===== src/rtl/keypad_scan4x4.sv =====
// 4x4 key matrix scanner: one-cold row drive, synchronised column read,
// per-key debounce and single press/release pulses.
module keypad_scan4x4 #(
   parameter logic [15:0] SCAN_DIV   = 16'd50000,
   parameter logic [3:0]  DEBOUNCE_N = 4'd4
) (
   input  logic       clk,
   input  logic       rst_n,
   input  logic [3:0] col_in,
   output logic [3:0] row_out,
   output logic [3:0] key_code,
   output logic       key_valid,
   output logic       key_down,
   output logic       key_rel
);

   typedef enum logic [1:0] {
      SCAN      = 2'd0,
      DEB_PRESS = 2'd1,
      HELD      = 2'd2,
      DEB_REL   = 2'd3
   } state_t;

   logic [3:0]  r_sync1;
   logic [3:0]  r_sync2;
   logic [15:0] r_div;
   logic [1:0]  r_row;
   logic [1:0]  w_row_nxt;
   state_t      r_state;
   state_t      w_state_nxt;
   logic [1:0]  r_cand;
   logic [1:0]  w_cand_nxt;
   logic [3:0]  r_deb;
   logic [3:0]  w_deb_nxt;
   logic [3:0]  r_code;
   logic [3:0]  w_code_nxt;
   logic        r_valid;
   logic        w_valid_nxt;
   logic        r_down;
   logic        w_down_nxt;
   logic        r_rel;
   logic        w_rel_nxt;

   logic        w_sample;
   logic        w_any;
   logic [1:0]  w_pcol;
   logic        w_cand_hi;
   logic [3:0]  w_deb_inc;
   logic        w_deb_done;
   logic        w_first_done;

   // Two-flop synchroniser on the asynchronous, pulled-up columns
   always_ff @(posedge clk) begin
      if (!rst_n) begin
         r_sync1 <= 4'hF;
         r_sync2 <= 4'hF;
      end else begin
         r_sync1 <= col_in;
         r_sync2 <= r_sync1;
      end
   end

   assign w_sample = (r_div == (SCAN_DIV - 16'd1));

   // Row dwell divider; the last cycle of each dwell is the sample point
   always_ff @(posedge clk) begin
      if (!rst_n) begin
         r_div <= 16'd0;
      end else if (w_sample) begin
         r_div <= 16'd0;
      end else begin
         r_div <= r_div + 16'd1;
      end
   end

   assign w_any        = (r_sync2 != 4'hF);
   assign w_cand_hi    = r_sync2[r_cand];
   assign w_deb_inc    = r_deb + 4'd1;
   assign w_deb_done   = (w_deb_inc == DEBOUNCE_N);
   assign w_first_done = (DEBOUNCE_N == 4'd1);

   // Lowest-numbered low column wins when several keys share the row
   always_comb begin
      w_pcol = 2'd0;
      if (!r_sync2[0]) begin
         w_pcol = 2'd0;
      end else if (!r_sync2[1]) begin
         w_pcol = 2'd1;
      end else if (!r_sync2[2]) begin
         w_pcol = 2'd2;
      end else if (!r_sync2[3]) begin
         w_pcol = 2'd3;
      end
   end

   // Next-state and next-output decisions, taken only at sample points
   always_comb begin
      w_state_nxt = r_state;
      w_row_nxt   = r_row;
      w_cand_nxt  = r_cand;
      w_deb_nxt   = r_deb;
      w_code_nxt  = r_code;
      w_valid_nxt = 1'b0;
      w_rel_nxt   = 1'b0;
      w_down_nxt  = r_down;
      case (r_state)
         SCAN: begin
            if (w_sample) begin
               if (!w_any) begin
                  w_row_nxt = r_row + 2'd1;
               end else begin
                  w_cand_nxt = w_pcol;
                  if (w_first_done) begin
                     w_code_nxt  = {r_row, w_pcol};
                     w_valid_nxt = 1'b1;
                     w_down_nxt  = 1'b1;
                     w_deb_nxt   = 4'd0;
                     w_state_nxt = HELD;
                  end else begin
                     w_deb_nxt   = 4'd1;
                     w_state_nxt = DEB_PRESS;
                  end
               end
            end
         end
         DEB_PRESS: begin
            if (w_sample) begin
               if (!w_cand_hi) begin
                  if (w_deb_done) begin
                     w_code_nxt  = {r_row, r_cand};
                     w_valid_nxt = 1'b1;
                     w_down_nxt  = 1'b1;
                     w_deb_nxt   = 4'd0;
                     w_state_nxt = HELD;
                  end else begin
                     w_deb_nxt = w_deb_inc;
                  end
               end else begin
                  // bounce: drop the candidate and move on
                  w_deb_nxt   = 4'd0;
                  w_row_nxt   = r_row + 2'd1;
                  w_state_nxt = SCAN;
               end
            end
         end
         HELD: begin
            if (w_sample && w_cand_hi) begin
               if (w_first_done) begin
                  w_rel_nxt   = 1'b1;
                  w_down_nxt  = 1'b0;
                  w_deb_nxt   = 4'd0;
                  w_row_nxt   = r_row + 2'd1;
                  w_state_nxt = SCAN;
               end else begin
                  w_deb_nxt   = 4'd1;
                  w_state_nxt = DEB_REL;
               end
            end
         end
         DEB_REL: begin
            if (w_sample) begin
               if (w_cand_hi) begin
                  if (w_deb_done) begin
                     w_rel_nxt   = 1'b1;
                     w_down_nxt  = 1'b0;
                     w_deb_nxt   = 4'd0;
                     w_row_nxt   = r_row + 2'd1;
                     w_state_nxt = SCAN;
                  end else begin
                     w_deb_nxt = w_deb_inc;
                  end
               end else begin
                  w_deb_nxt   = 4'd0;
                  w_state_nxt = HELD;
               end
            end
         end
         default: begin
            w_deb_nxt   = 4'd0;
            w_state_nxt = SCAN;
         end
      endcase
   end

   // FSM state, row index, candidate column and debounce count
   always_ff @(posedge clk) begin
      if (!rst_n) begin
         r_state <= SCAN;
         r_row   <= 2'd0;
         r_cand  <= 2'd0;
         r_deb   <= 4'd0;
      end else begin
         r_state <= w_state_nxt;
         r_row   <= w_row_nxt;
         r_cand  <= w_cand_nxt;
         r_deb   <= w_deb_nxt;
      end
   end

   // Registered outputs so pulses land the cycle after the deciding sample
   always_ff @(posedge clk) begin
      if (!rst_n) begin
         r_code  <= 4'h0;
         r_valid <= 1'b0;
         r_down  <= 1'b0;
         r_rel   <= 1'b0;
      end else begin
         r_code  <= w_code_nxt;
         r_valid <= w_valid_nxt;
         r_down  <= w_down_nxt;
         r_rel   <= w_rel_nxt;
      end
   end

   assign row_out   = ~(4'b0001 << r_row);
   assign key_code  = r_code;
   assign key_valid = r_valid;
   assign key_down  = r_down;
   assign key_rel   = r_rel;

endmodule


===== config.mk =====
export PLATFORM = sky130hd
export DESIGN_NAME = keypad_scan4x4
export DESIGN_NICKNAME = d
export VERILOG_FILES = /design/src/rtl/keypad_scan4x4.sv
export SDC_FILE = /design/constraint.sdc
export NUM_CORES = 1
export LEC_CHECK = 0
export ABC_AREA = 1
export CAP_MARGIN = 25
export CORE_MARGIN = 4
export CORE_UTILIZATION = 51
export CTS_CLUSTER_SIZE = 30
export DETAILED_ROUTE_END_ITERATION = 8
export PLACE_DENSITY = 0.74
export SLEW_MARGIN = 20
export SYNTH_ARGS = -nofsm -noshare
export SYNTH_HDL_FRONTEND = slang
export SYNTH_SLANG_ARGS = --single-unit

===== constraint.sdc =====
create_clock -name clk -period 1.29 [get_ports clk]
set_input_delay 0.258 -clock clk [delete_from_list [all_inputs] [get_ports clk]]
set_output_delay 0.258 -clock clk [all_outputs]
set_load 0.02 [all_outputs]

# Word level (Yosys, flattened, before mapping)
# Index checks and enable logic that the tools add are counted.
# word_totals
reg_bits,41
elab_cells,95
inputBits,6
# classes
order_cmp,1
eq_ne,19
muxes,41
shift,1
n_addsub,3
n_reduce_logical,12
bitwise,7
# ops
cell,count
$mux 2,20
$mux 4,8
$ne 2x2->1 const B,11
$add 16x1->16 const B,1
$eq 16x16->1 const B,1
$pmux 4 s4,1
$reduce_and 7->1,2
$mux 1,8
$pmux 2 s4,1
$reduce_and 4->1,2
$reduce_and 8->1,1
$ne 3x3->1 const B,2
$not 1->1,6
$pmux 2 s3,1
$reduce_and 5->1,1
$add 4x1->4 const B,1
$eq 2x2->1 const B,2
$eq 4x3->1 const B,1
$ne 4x4->1 const B,1
$not 4->4,1
$reduce_or 2->1,2
$reduce_or 4->1,1
$shl 1x2->4 const A,1
$lt 2x3->1 const B,1
other kinds (7),7

# Depth between registers and ports, before layout
# logic_depth
word_depth,6
ltp_mapped,11
mapped_depth_nobuf,11

# Worst setup path after synthesis
# No wires, ideal clock.
# synth_timing
path_kind,flip-flop to flip-flop
start,register r_div[0]
end,"register r_down, in the netlist key_down"
synth_period_minus_slack_ns,1.412
path_stages_with_launch,11
slack_ns,-0.122
arrival_ns,1.299
path_cell_list,dfxtp_1 ha_1 nand3_1 nor2_1 nand3_2 inv_2 nand2_2 nor2_2 nand2_1 nand2_1 nor2_1
# synth_via
elab_chain_len,3
elab_cells_between_ends,4
cone_classes,3 x eq/ne; 1 x reduce/logical
# synth_lines
element,line_no,text
start: declaration,26,logic [15:0] r_div;
start signal: assignment,72,r_div <= r_div + 16'd1;
$eq 16x16->1 (*),63,assign w_sample = (r_div == (SCAN_DIV - 16'd1));
$ne 2x2->1 (no source line),--,
$reduce_and 7->1 (no source line) (*),--,
end signal: assignment,210,r_down <= w_down_nxt;
end: declaration,39,logic r_down;
# Every way passes the cells marked *; elsewhere a longest branch is shown, timed or not.
# A chain may end at the register's enable or synchronous reset.

# Final worst setup path
# layout_timing
start,register r_div[11]
end,"register r_code[1], in the netlist key_code[1]"
# layout_via
elab_chain_len,2
# layout_lines
element,line_no,text
$eq 16x16->1,63,
$reduce_and 4->1 (no source line),--,
end signal: assignment,208,r_code <= w_code_nxt;
end: declaration,35,logic [3:0] r_code;
# Every way passes these cells.

==> run_summary.xml <==
<?xml version="1.0" encoding="UTF-8"?>
<metrics>
  <group name="synth">
    <metric name="synth.distinct_cells" unit="">29</metric>
    <metric name="netlist_instances" unit="">285</metric>
    <metric name="syn_area_per_cell" unit="um2">7.06</metric>
    <metric name="netlist_area" unit="um2">2010</metric>
    <metric name="synth_enable_flop_cells" unit="">0</metric>
    <metric name="predominant_post_synthesis_flop_cell" unit="">sky130_fd_sc_hd__dfxtp_1</metric>
    <metric name="synth_nets" unit="">298</metric>
    <metric name="asyncSetResetFlopFracSynth" unit="">0</metric>
    <metric name="sequential_share_of_the_synthesized_area" unit="">0.408</metric>
    <metric name="synth_seq_cells" unit="">41</metric>
    <metric name="yosys_warnings" unit="">0</metric>
  </group>
  <group name="critical_path">
    <metric name="crit_path_end_kind" unit="">register</metric>
    <metric name="reg2reg_from" unit="">r_div[11]</metric>
    <metric name="worst-path-max-fanout" unit="">4</metric>
    <metric name="r2r-end" unit="">key_code[1]</metric>
    <metric name="critPathLaunchType" unit="">register</metric>
    <metric name="worst-endpoint-arrival" unit="ns">1.81</metric>
    <metric name="flop_to_flop_setup_slack" unit="ns">-0.33</metric>
    <metric name="ff2ff_path_depth" unit="">7</metric>
    <metric name="worst_ep_required_time" unit="ns">1.49</metric>
    <metric name="worstSetupPathType" unit="">reg -&gt; reg</metric>
  </group>
  <group name="min_path">
    <metric name="min_delay_worst_endpoint" unit="">r_sync2[0]</metric>
    <metric name="hold_path_class" unit="">reg -&gt; reg</metric>
    <metric name="min_from" unit="">r_sync1[0]</metric>
    <metric name="cell_count_of_the_worst_hold_path" unit="">1</metric>
  </group>
  <group name="sta">
    <metric name="timing_worst_slew_pin_value" unit="ns">0.262</metric>
    <metric name="setup_viols_final" unit="">36</metric>
    <metric name="timing.final.ws_setup" unit="ns">-0.326</metric>
    <metric name="clock-skew-final" unit="ns">0.00794</metric>
    <metric name="maxSlewViolCount" unit="">0</metric>
    <metric name="worst_slew_margin_rel" unit="">0.825</metric>
    <metric name="setup_tns" unit="ns">-5.46</metric>
    <metric name="finalCriticalPeriod" unit="ns">1.62</metric>
    <metric name="highest_achievable_clock_rate" unit="GHz">0.619</metric>
    <metric name="unrepaired_setup_endpoints_after_global_routing" unit="">yes</metric>
    <metric name="finalHoldViolCount" unit="">0</metric>
    <metric name="post-route-period-util" unit="">1.25</metric>
  </group>
  <group name="status">
    <metric name="failed_checks" unit="">negative setup slack</metric>
    <metric name="outcome" unit="">complete, but fails checks</metric>
  </group>
  <group name="route">
    <metric name="drtIter0Drc" unit="">265</metric>
    <metric name="post_drt_via_cell_ratio" unit="">5.70</metric>
    <metric name="detail_route.drc_violations" unit="">0</metric>
    <metric name="drt-total-wl" unit="mm">7.08</metric>
    <metric name="vias" unit="">2335</metric>
    <metric name="routedWlPerCell" unit="um">17.3</metric>
    <metric name="drt.antenna.violating_nets" unit="">0</metric>
    <metric name="detail_route.first_pass.iterations" unit="">7</metric>
  </group>
  <group name="floorplanning">
    <metric name="number_of_top_level_pins" unit="">17</metric>
    <metric name="std_cell_rows" unit="">22</metric>
    <metric name="area_of_the_core_region" unit="um2">3740</metric>
    <metric name="initial_util" unit="">0.537</metric>
    <metric name="die-area" unit="um2">5010</metric>
    <metric name="die_width" unit="um">70.8</metric>
    <metric name="fp.dieH" unit="um">70.8</metric>
  </group>
  <group name="power">
    <metric name="swShare" unit="">0.238</metric>
    <metric name="switching_power" unit="W">0.000561</metric>
    <metric name="seq_power_share" unit="">0.551</metric>
    <metric name="leakage_power" unit="nW">1.39</metric>
    <metric name="power_per_cell_area" unit="nW/um2">730</metric>
    <metric name="power.ir.vdd_worst" unit="uV">673</metric>
    <metric name="pwr-share-comb" unit="">0.071</metric>
    <metric name="p_int" unit="W">0.00180</metric>
    <metric name="proportion_of_power_drawn_by_the_clock_network" unit="">0.377</metric>
  </group>
  <group name="final_layout">
    <metric name="area_growth_from_synthesis_to_final_layout" unit="%">60.6</metric>
    <metric name="layout.area.seq" unit="um2">850</metric>
    <metric name="area_of_combinational_cells_with_multiple_inputs" unit="um2">1420</metric>
    <metric name="drive_above_1_share" unit="">0.511</metric>
    <metric name="diodes" unit="">0</metric>
    <metric name="final.fill_count" unit="">184</metric>
    <metric name="finalNetCount" unit="">374</metric>
  </group>
  <group name="global_route">
    <metric name="grt_start_max_net_pins" unit="">13</metric>
    <metric name="global_route.overflow_total" unit="">0</metric>
    <metric name="globalRouteTotalUtil" unit="">0.227</metric>
    <metric name="grt_antenna_before_repair" unit="">0</metric>
    <metric name="grt_pass1_wl" unit="mm">9.23</metric>
    <metric name="via_count_of_the_first_global_routing_pass" unit="">2136</metric>
  </group>
  <group name="clock_network">
    <metric name="tritoncts_clock_tree" unit="">done</metric>
    <metric name="clock_insertion_delay_worst_skew" unit="ns">0.30</metric>
    <metric name="root_buffer" unit="">sky130_fd_sc_hd__clkbuf_8</metric>
    <metric name="cts_buffers" unit="">5</metric>
    <metric name="tritoncts_num_sinks" unit="">41</metric>
    <metric name="ctsLongestPathBuffers" unit="">2</metric>
    <metric name="htree_num_levels" unit="">2</metric>
    <metric name="hold_buffers" unit="">0</metric>
    <metric name="clock_pin_slew_of_the_registers_on_the_worst_case_setup_and_hold_paths" unit="ns">0.08</metric>
  </group>
  <group name="place">
    <metric name="globalplace.congestion" unit="">0.843</metric>
    <metric name="placement.io_buffers" unit="">16</metric>
    <metric name="dp_hpwl" unit="mm">3.11</metric>
    <metric name="place_worst_setup_slack" unit="ns">-0.250</metric>
  </group>
  <group name="job">
    <metric name="cap_viol_max_count" unit="">0</metric>
  </group>
</metrics>
## layout by cell type (no fill, tap or decap), drive strengths merged, types with 2 or more instances in the layout
master / Yosys / layout
buf: 2 / 61
nand2: 62 / 62
xor2: 2 / 2
dlygate4sd2: 0 / 7
o21ai: 10 / 10
nor2: 56 / 56
nor3: 6 / 6
dfxtp: 41 / 41
nand3b: 2 / 2
nor3b: 2 / 2
xnor2: 2 / 2
a21oi: 13 / 13
inv: 39 / 39
nand3: 21 / 21
clkdlybuf4s50: 0 / 5
clkbuf: 2 / 8
nand4: 5 / 5
ha: 7 / 7
or2: 8 / 8
## worst max-delay path by stage
stage,slack [ns],depth (start not counted),end,startpoint
2_1_floorplan,-0.04,10,key_down,r_div[1]
3_3_place_gp,-0.23,4,row_out[0],r_row[0]
3_5_place_dp,-0.25,4,row_out[0],r_row[0]
4_1_cts,-0.18,8,key_code[1],r_div[0]
5_1_grt,-0.37,9,key_code[1],r_deb[0]
6_report,-0.33,7,key_code[1],r_div[11]
## repair_timing
| item | 4_1_cts | 5_1_grt |
|---|---|---|
| setup buffers | 14 | 6 |
| endpoints found under the setup margin | 44 | 37 |
| resized for setup | 104 | 59 |
| pin swaps | 29 | 32 |
| cloned | 1 | 0 |
## power by group through the flow
stage	sequential [W]	clock, W	combinational (W)
floorplan	0.00132	0	0.0000736
global placement	0.00133	0	0.000117
detailed placement	0.00133	0	0.000119
CTS	0.00130	0.000884	0.000150
global route	0.00130	0.000928	0.000180
finish	0.00130	0.000890	0.000168
## per-layer routing
layer  share of wire  global-route usage
met5               0                   0
met4           0.050              0.0856
met2            0.48               0.393
met3           0.084              0.0526
met1            0.39               0.273
## state kept, by name, summed over array words and instances, names as in the netlist, named ones only
register	flops
key_code	4
key_down	1
key_rel	1
key_valid	1
r_cand	2
r_deb	4
r_div	16
r_row	2
r_state	1
r_sync1	4
r_sync2	4
## per-stage QoR
stage,total power (W),utilization,cell area [um2],cells,hold WS [ns]
2_1_floorplan,0.00140,-,2050,285,0.365
3_5_place_dp,0.00145,0.683,2560,384,0.397
3_3_place_gp,0.00144,0.683,2560,384,0.395
6_report,0.00236,0.863,3230,410,0.415
4_1_cts,0.00233,0.799,2990,406,0.415
5_1_grt,0.00241,0.863,3230,410,0.419
## kinds of logic after synthesis
logic type / synth area share
buf+inv: 0.0858
compound gates: 0.0697
flops: 0.408
simple gates: 0.376
fa+ha+maj: 0.0435
xor+xnor: 0.0174
## Yosys cell counts, types with 2 or more instances
library cell               count  area [um2]
sky130_fd_sc_hd__nand2_1      58         218
sky130_fd_sc_hd__nor2_1       50         188
sky130_fd_sc_hd__dfxtp_1      41         821
sky130_fd_sc_hd__inv_1        36         135
sky130_fd_sc_hd__nand3_1      17        85.1
sky130_fd_sc_hd__a21oi_1      13        65.1
sky130_fd_sc_hd__o21ai_0      10        50.1
sky130_fd_sc_hd__or2_2         8        50.1
sky130_fd_sc_hd__ha_1          7        87.6
sky130_fd_sc_hd__nand4_1       5        31.3
sky130_fd_sc_hd__nor2_2        5        31.3
sky130_fd_sc_hd__nor3_1        5        25.0
sky130_fd_sc_hd__nand3_2       4        40.0
sky130_fd_sc_hd__inv_2         3        11.3
sky130_fd_sc_hd__nand2_2       3        18.8
sky130_fd_sc_hd__buf_4         2        15.0
sky130_fd_sc_hd__clkbuf_1      2        7.51
sky130_fd_sc_hd__nand3b_1      2        15.0
sky130_fd_sc_hd__nor3b_1       2        15.0
sky130_fd_sc_hd__xnor2_1       2        17.5
sky130_fd_sc_hd__xor2_1        2        17.5
## critical path: stages, from the launching register on
cell and delay [ns]:
sky130_fd_sc_hd__dfxtp_1 0.33, sky130_fd_sc_hd__buf_4 0.14, sky130_fd_sc_hd__inv_1 0.10, sky130_fd_sc_hd__nand3_1 0.18, sky130_fd_sc_hd__nor3_4 0.25, sky130_fd_sc_hd__nand3b_1 0.24, sky130_fd_sc_hd__o21ai_2 0.21, sky130_fd_sc_hd__nor2_1 0.06
## final cells by class
class,instances,share of cell area
sequential,41,0.263
tap,48,0.0186
inverter,40,0.0496
multi-input combinational,200,0.439
timing repair buffer,73,0.202
clock buffer,8,0.0279
(Power assumes the default switching activity.)
==> RTL change 1, RTL diff (same settings) <==
`SCAN_DIV`: 16'd50000 -> 16'd25000.
--- a/src/rtl/keypad_scan4x4.sv
+++ b/src/rtl/keypad_scan4x4.sv
@@ -1,7 +1,7 @@
 // 4x4 key matrix scanner: one-cold row drive, synchronised column read,
 // per-key debounce and single press/release pulses.
 module keypad_scan4x4 #(
-   parameter logic [15:0] SCAN_DIV   = 16'd50000,
+   parameter logic [15:0] SCAN_DIV   = 16'd25000,
    parameter logic [3:0]  DEBOUNCE_N = 4'd4
 ) (
    input  logic       clk,
Check against the original RTL: no difference found for any inputs over 10 cycles, from zero or initial values and one cycle with rst_n low; that may be too few to reach the edited logic, so the function may still have changed.
==> RTL change 1 against the unedited design <==
Routed wire length is 7.0% higher. Critical path depth is 2 higher. Worst setup slack better by 0.0028 ns. Largest power group unchanged. Maximum frequency is 0.18% higher. Combinational power is 9.5% higher. Clock power is 24% higher. Die area is 3.1% higher. Sequential share of layout area is 0.65 points lower. Synthesized area is 3.5% higher. The flow still finishes with violations (setup timing). Total power is 9.4% higher. Sequential cell count stayed put. Cell area is 1.6% higher.
==> RTL change 1: results (changes against the unedited design) <==
placed_design:
  dp_hpwl_um: 3540  # +14%
  dp.cells: 411  # +7.0%
  gp_congestion: 0.843  # about the same
  place_ws_ns: -0.261  # -0.0106 ns
  placed_cell_area_mm2: 0.00270  # +5.4%
  portBuffers: 16  # unchanged
critical_path:
  crit_arrival_ns: 1.81  # about the same
  crit_fanout: 5  # +1
global_route:
  antenna_found_initial: 0  # unchanged
  grt_pass1_vias: 2277  # +6.6%
  grt_max_degree: 13  # unchanged
  grt_usage_pct: 24.0  # +1.3 points
  grt_pass1_wl_um: 10000  # +8.5%
synth:
  syn_avg_cell_area_um2: 6.85  # -2.9%
  ys_warn_count: 0  # unchanged
  ys_types: 31  # +6.9%
  synth_commonest_cells: "nand2_1, nor2_1, dfxtp_1"
  synth-seq-area-share_pct: 39.4  # -1.4 points
  synthArstFlopShare_pct: 0  # unchanged
  netlist_top_cells_area: "dfxtp_1, nand2_1, nor2_1"
  syn_nets: 316  # +6.0%
  ys.flop_type: "dfxtp_1"
finish:
  top_register: "r_div"
  largest_reg_flops: 16  # unchanged
  final_net_count: 397  # +6.1%
  n_antenna_cell: 0  # unchanged
  drive_gt1_share_pct: 51.6  # +0.45 points
timing:
  finalSetupViolations: 36  # unchanged
  fin_skew_ns: 0.00749  # -0.000453 ns
  setup_ws_ns: -0.323  # +0.00284 ns
  tns_ns: -5.28  # +0.176 ns
  max_slew.worst_pin.slew_ns: 0.487  # +0.225 ns
clocking:
  cts_root_buf: "clkbuf_8"
  h-tree-depth: 2  # unchanged
  cts_buffer_depth: 2  # unchanged
  clock_latency_ns: 0.30  # about the same
min_path:
  min_path_type: "flip-flop to flip-flop"
routing:
  viasPerCell: 5.86  # +2.9%
  wl_um: 7580  # +7.0%
  via_count: 2544  # +9.0%
  drt_iter0_markers: 434  # +64%
  first_pass_iters: 5  # -2
run_status:
  outcome: "finished with violations"
  violations: "setup timing"
power:
  irDropWorstVdd_mv: 0.855  # +27%
  leakage_nw: 1.45  # +4.3%
==> RTL change 1: worst paths after layout <==
check	start	to	slack, ns	cells after the start
worst min-delay path	r_sync1[1]$_SDFF_PN1_	r_sync2[1]$_SDFF_PN1_	0.42	1
worst max-delay path	r_div[4]$_SDFF_PP0_	key_code[0]$_SDFFE_PN0P_	-0.32	9
worst max register to register	r_div[4]$_SDFF_PP0_	key_code[0]$_SDFFE_PN0P_	-0.32	9
worst min register to register	r_sync1[1]$_SDFF_PN1_	r_sync2[1]$_SDFF_PN1_	0.42	1
==> RTL change 1: area by class of cell <==
| class | instances | area, um2 |
|---|---|---|
| fill | 189 | 515 |
| inverter | 43 | 166 |
| sequential | 41 | 842 |
| timing repair buffer | 78 | 657 |
| clock buffer | 7 | 86.3 |
| multi-input combinational | 216 | 1440 |
| clock inverter | 1 | 30.0 |
| tap | 48 | 60.1 |
==> RTL change 1: metrics by stage <==
step / power [mW] / utilization [%]
after floorplan: 1.40 / -
after global placement: 1.45 / 70.9
after detailed placement: 1.46 / 70.9
after CTS: 2.56 / 81.5
after global routing: 2.64 / 86.4
final: 2.58 / 86.4
==> RTL change 1: kinds of logic (layout without fill, tap and decap cells) <==
logic type	after synthesis	in the layout	synth area share [%]
AO/OA/AOI/OAI	28	28	7.15
flip-flops	41	41	39.4
adder cells (fa/ha/maj)	6	6	3.60
XOR/XNOR	3	3	1.26
AND/OR/NAND/NOR	179	179	39.7
buffers and inverters	47	129	8.89
==> RTL change 1: what timing repair did <==
action / in CTS / in global routing
setup buffers: 11 / 5
gates resized for setup: 93 / 60
setup endpoints to repair: 42 / 38
cloned: 1 / 0
pin swaps: 16 / 23
==> RTL change 1: worst max-delay path, stage by stage (launching register included) <==
cell and delay [ns]:
dfxtp_1 0.33, inv_1 0.14, nand2_1 0.09, nor2_1 0.12
nand2_1 0.11, nor2_4 0.22, buf_6 0.14, nand4_4 0.14
nor2_2 0.15, nor2_1 0.07
==> RTL change 1: power by group <==
part / internal [mW] / switching [mW] / total, mW
Clock: 0.631 / 0.468 / 1.10
Combinational: 0.0852 / 0.0987 / 0.184
Sequential: 1.28 / 0.0138 / 1.30
Total: 2.00 / 0.581 / 2.58
==> RTL change 1: routing by layer <==
metal,GRT usage (%),part of all wire (%),wire (um)
met1,29.8,39,2980
met2,40.9,46,3500
met3,5.12,9.8,740
met4,8.98,4.8,365
met5,0,0,0
==> RTL change 2, RTL diff (same flow settings) <==
Without the edit above. Put a register stage on the output `row_out`. The value now appears one clock later. The other outputs are not delayed to match.
--- a/src/rtl/keypad_scan4x4.sv
+++ b/src/rtl/keypad_scan4x4.sv
@@ -212,7 +212,9 @@
       end
    end
 
-   assign row_out   = ~(4'b0001 << r_row);
+   always_ff @(posedge clk) begin
+      row_out <= ~(4'b0001 << r_row);
+   end
    assign key_code  = r_code;
    assign key_valid = r_valid;
    assign key_down  = r_down;
Behaviour: no difference found for any inputs over 10 cycles, from zero or initial values and one cycle with rst_n low; that may be too few to reach the edited logic, so the function may still have changed.
==> RTL change 2 against the unedited design <==
The flow still finishes with violations (setup timing). Critical path depth increased by 2. Total power increased by 20%. Worst setup slack improved by 0.086 ns. Sequential cell count increased by 4. Die area increased by 2.9%. Clock skew increased by 0.0086 ns. Synthesized area increased by 3.2%. Cell area decreased by 6.1%. Worst hold slack improved by 0.0023 ns. Count of clock-buffer cells in the layout decreased by 3. Sequential power increased by 9%. Routed wire length decreased by 32%. Critical endpoint is now r_div[2]$_SDFF_PP0_.
==> RTL change 2: results (changes against the unedited design) <==
run_status:
  outcome: "finished with violations"
  violations: "setup timing"
routing:
  wl_met1_um: 2160  # -21%
  top_layer: "met4"
  drt_iter0_markers: 70  # -74%
  via_count: 1971  # -16%
  wl_met2_um: 2390  # -30%
  first_pass_iters: 6  # -1
  wl_um: 4850  # -32%
  wl_met3_um: 198  # -67%
global_route:
  grt_pass1_vias: 1946  # -8.9%
  grt_usage_pct: 19.3  # -3.4 points
  grt.met1_usage_pct: 22.3  # -5.1 points
  grtUsageMet2_pct: 33.9  # -5.5 points
  grt_pass1_wl_um: 7960  # -14%
  grtUsageMet3_pct: 4.63  # -0.63 points
finish:
  final-clk-cell-share_pct: 4.41  # +1.6 points
  n_all_buffers: 72  # -1.4%
  bufAreaShareNonClock_pct: 19.6  # -0.63 points
  n_antenna_cell: 0  # unchanged
  multi_input_cells: 192  # -4.0%
  drive_gt1_share_pct: 37.5  # -14 points
  multi_input_area_share_pct: 39.3  # -4.5 points
  num-fill-cells: 261  # +42%
  final_net_count: 367  # -1.9%
  inv_count: 38  # -5.0%
  seq_cell_count: 45  # +9.8%
  seq_share_pct: 29.9  # +3.6 points
critical_path:
  slowest_stage: "dfxtp_2"
  crit_fanout: 6  # +2
  max_stage_delay_ns: 0.36  # +0.03 ns
clocking:
  h-tree-depth: 2  # unchanged
  clkTransAtPathRegs_ns: 0.08  # about the same
power:
  irDropWorstVdd_mv: 0.888  # +32%
  leakage_nw: 1.33  # -4.2%
timing:
  tns_ns: -6.69  # -1.23 ns
  setup_ws_ns: -0.240  # +0.0855 ns
  fin_skew_ns: 0.0165  # +0.00856 ns
  finalSetupViolations: 33  # -8.3%
placed_design:
  gp_congestion: 0.829  # -1.7%
  place_ws_ns: -0.209  # +0.0411 ns
  dp_hpwl_um: 3200  # +3.1%
synth:
  syn_nets: 292  # -2.0%
  synth_compound_area_share_pct: 7.71  # +0.75 points
  synth_commonest_cells: "nand2_1, dfxtp_1, nor2_1"
  ys.flop_type: "dfxtp_1"
  synth-seq-area-share_pct: 43.4  # +2.6 points
  netlist_top_cells_area: "dfxtp_1, nand2_1, nor2_1"
  synthXorXnorAreaFrac_pct: 1.27  # -0.48 points
  ys_types: 27  # -6.9%
RTL change 2: changes by cell type in the layout (fill, tap and decap cells not counted), sizes merged, moves of 3 or more:
cell         before  now
dlygate4sd2       7   10
clkbuf            8    5
nor2             56   53
o21ai            10   13
a21oi            13   16
dfxtp            41   45
nor3              6    3
nand2            62   58
nand3            21   15
buf              61   56
nand3b            2    5
RTL change 2: repair_timing:
item,CTS,global route
setup endpoints to repair,44,34
buffers inserted,6,4
resized for setup,36,23
pin swaps,9,11
RTL change 2: per-stage QoR:
stage / instance area [um2] / util [%] / cells
2_1_floorplan: 2140 / - / 279
5_1_grt: 3030 / 79.9 / 403
3_5_place_dp: 2680 / 70.6 / 385
6_report: 3030 / 79.9 / 403
4_1_cts: 2930 / 77.2 / 399
3_3_place_gp: 2680 / 70.6 / 385
RTL change 2: power groups by stage:
stage          combinational [mW]  clock, mW  sequential [mW]
6_report                    0.159       1.25             1.42
5_1_grt                     0.175       1.33             1.42
4_1_cts                     0.151       1.26             1.42
3_5_place_dp                0.125          0             1.46
3_3_place_gp                0.122          0             1.45
2_1_floorplan              0.0704          0             1.45
RTL change 2: worst paths after layout:
| check | startpoint | to | slack, ns | cells after the start |
|---|---|---|---|---|
| max reg2reg | r_div[1]$_SDFF_PP0_ | r_div[2]$_SDFF_PP0_ | -0.24 | 9 |
| min | r_sync1[3]$_SDFF_PN1_ | r_sync2[3]$_SDFF_PN1_ | 0.42 | 1 |
| min reg2reg | r_sync1[3]$_SDFF_PN1_ | r_sync2[3]$_SDFF_PN1_ | 0.42 | 1 |
| max | r_div[1]$_SDFF_PP0_ | r_div[2]$_SDFF_PP0_ | -0.24 | 9 |
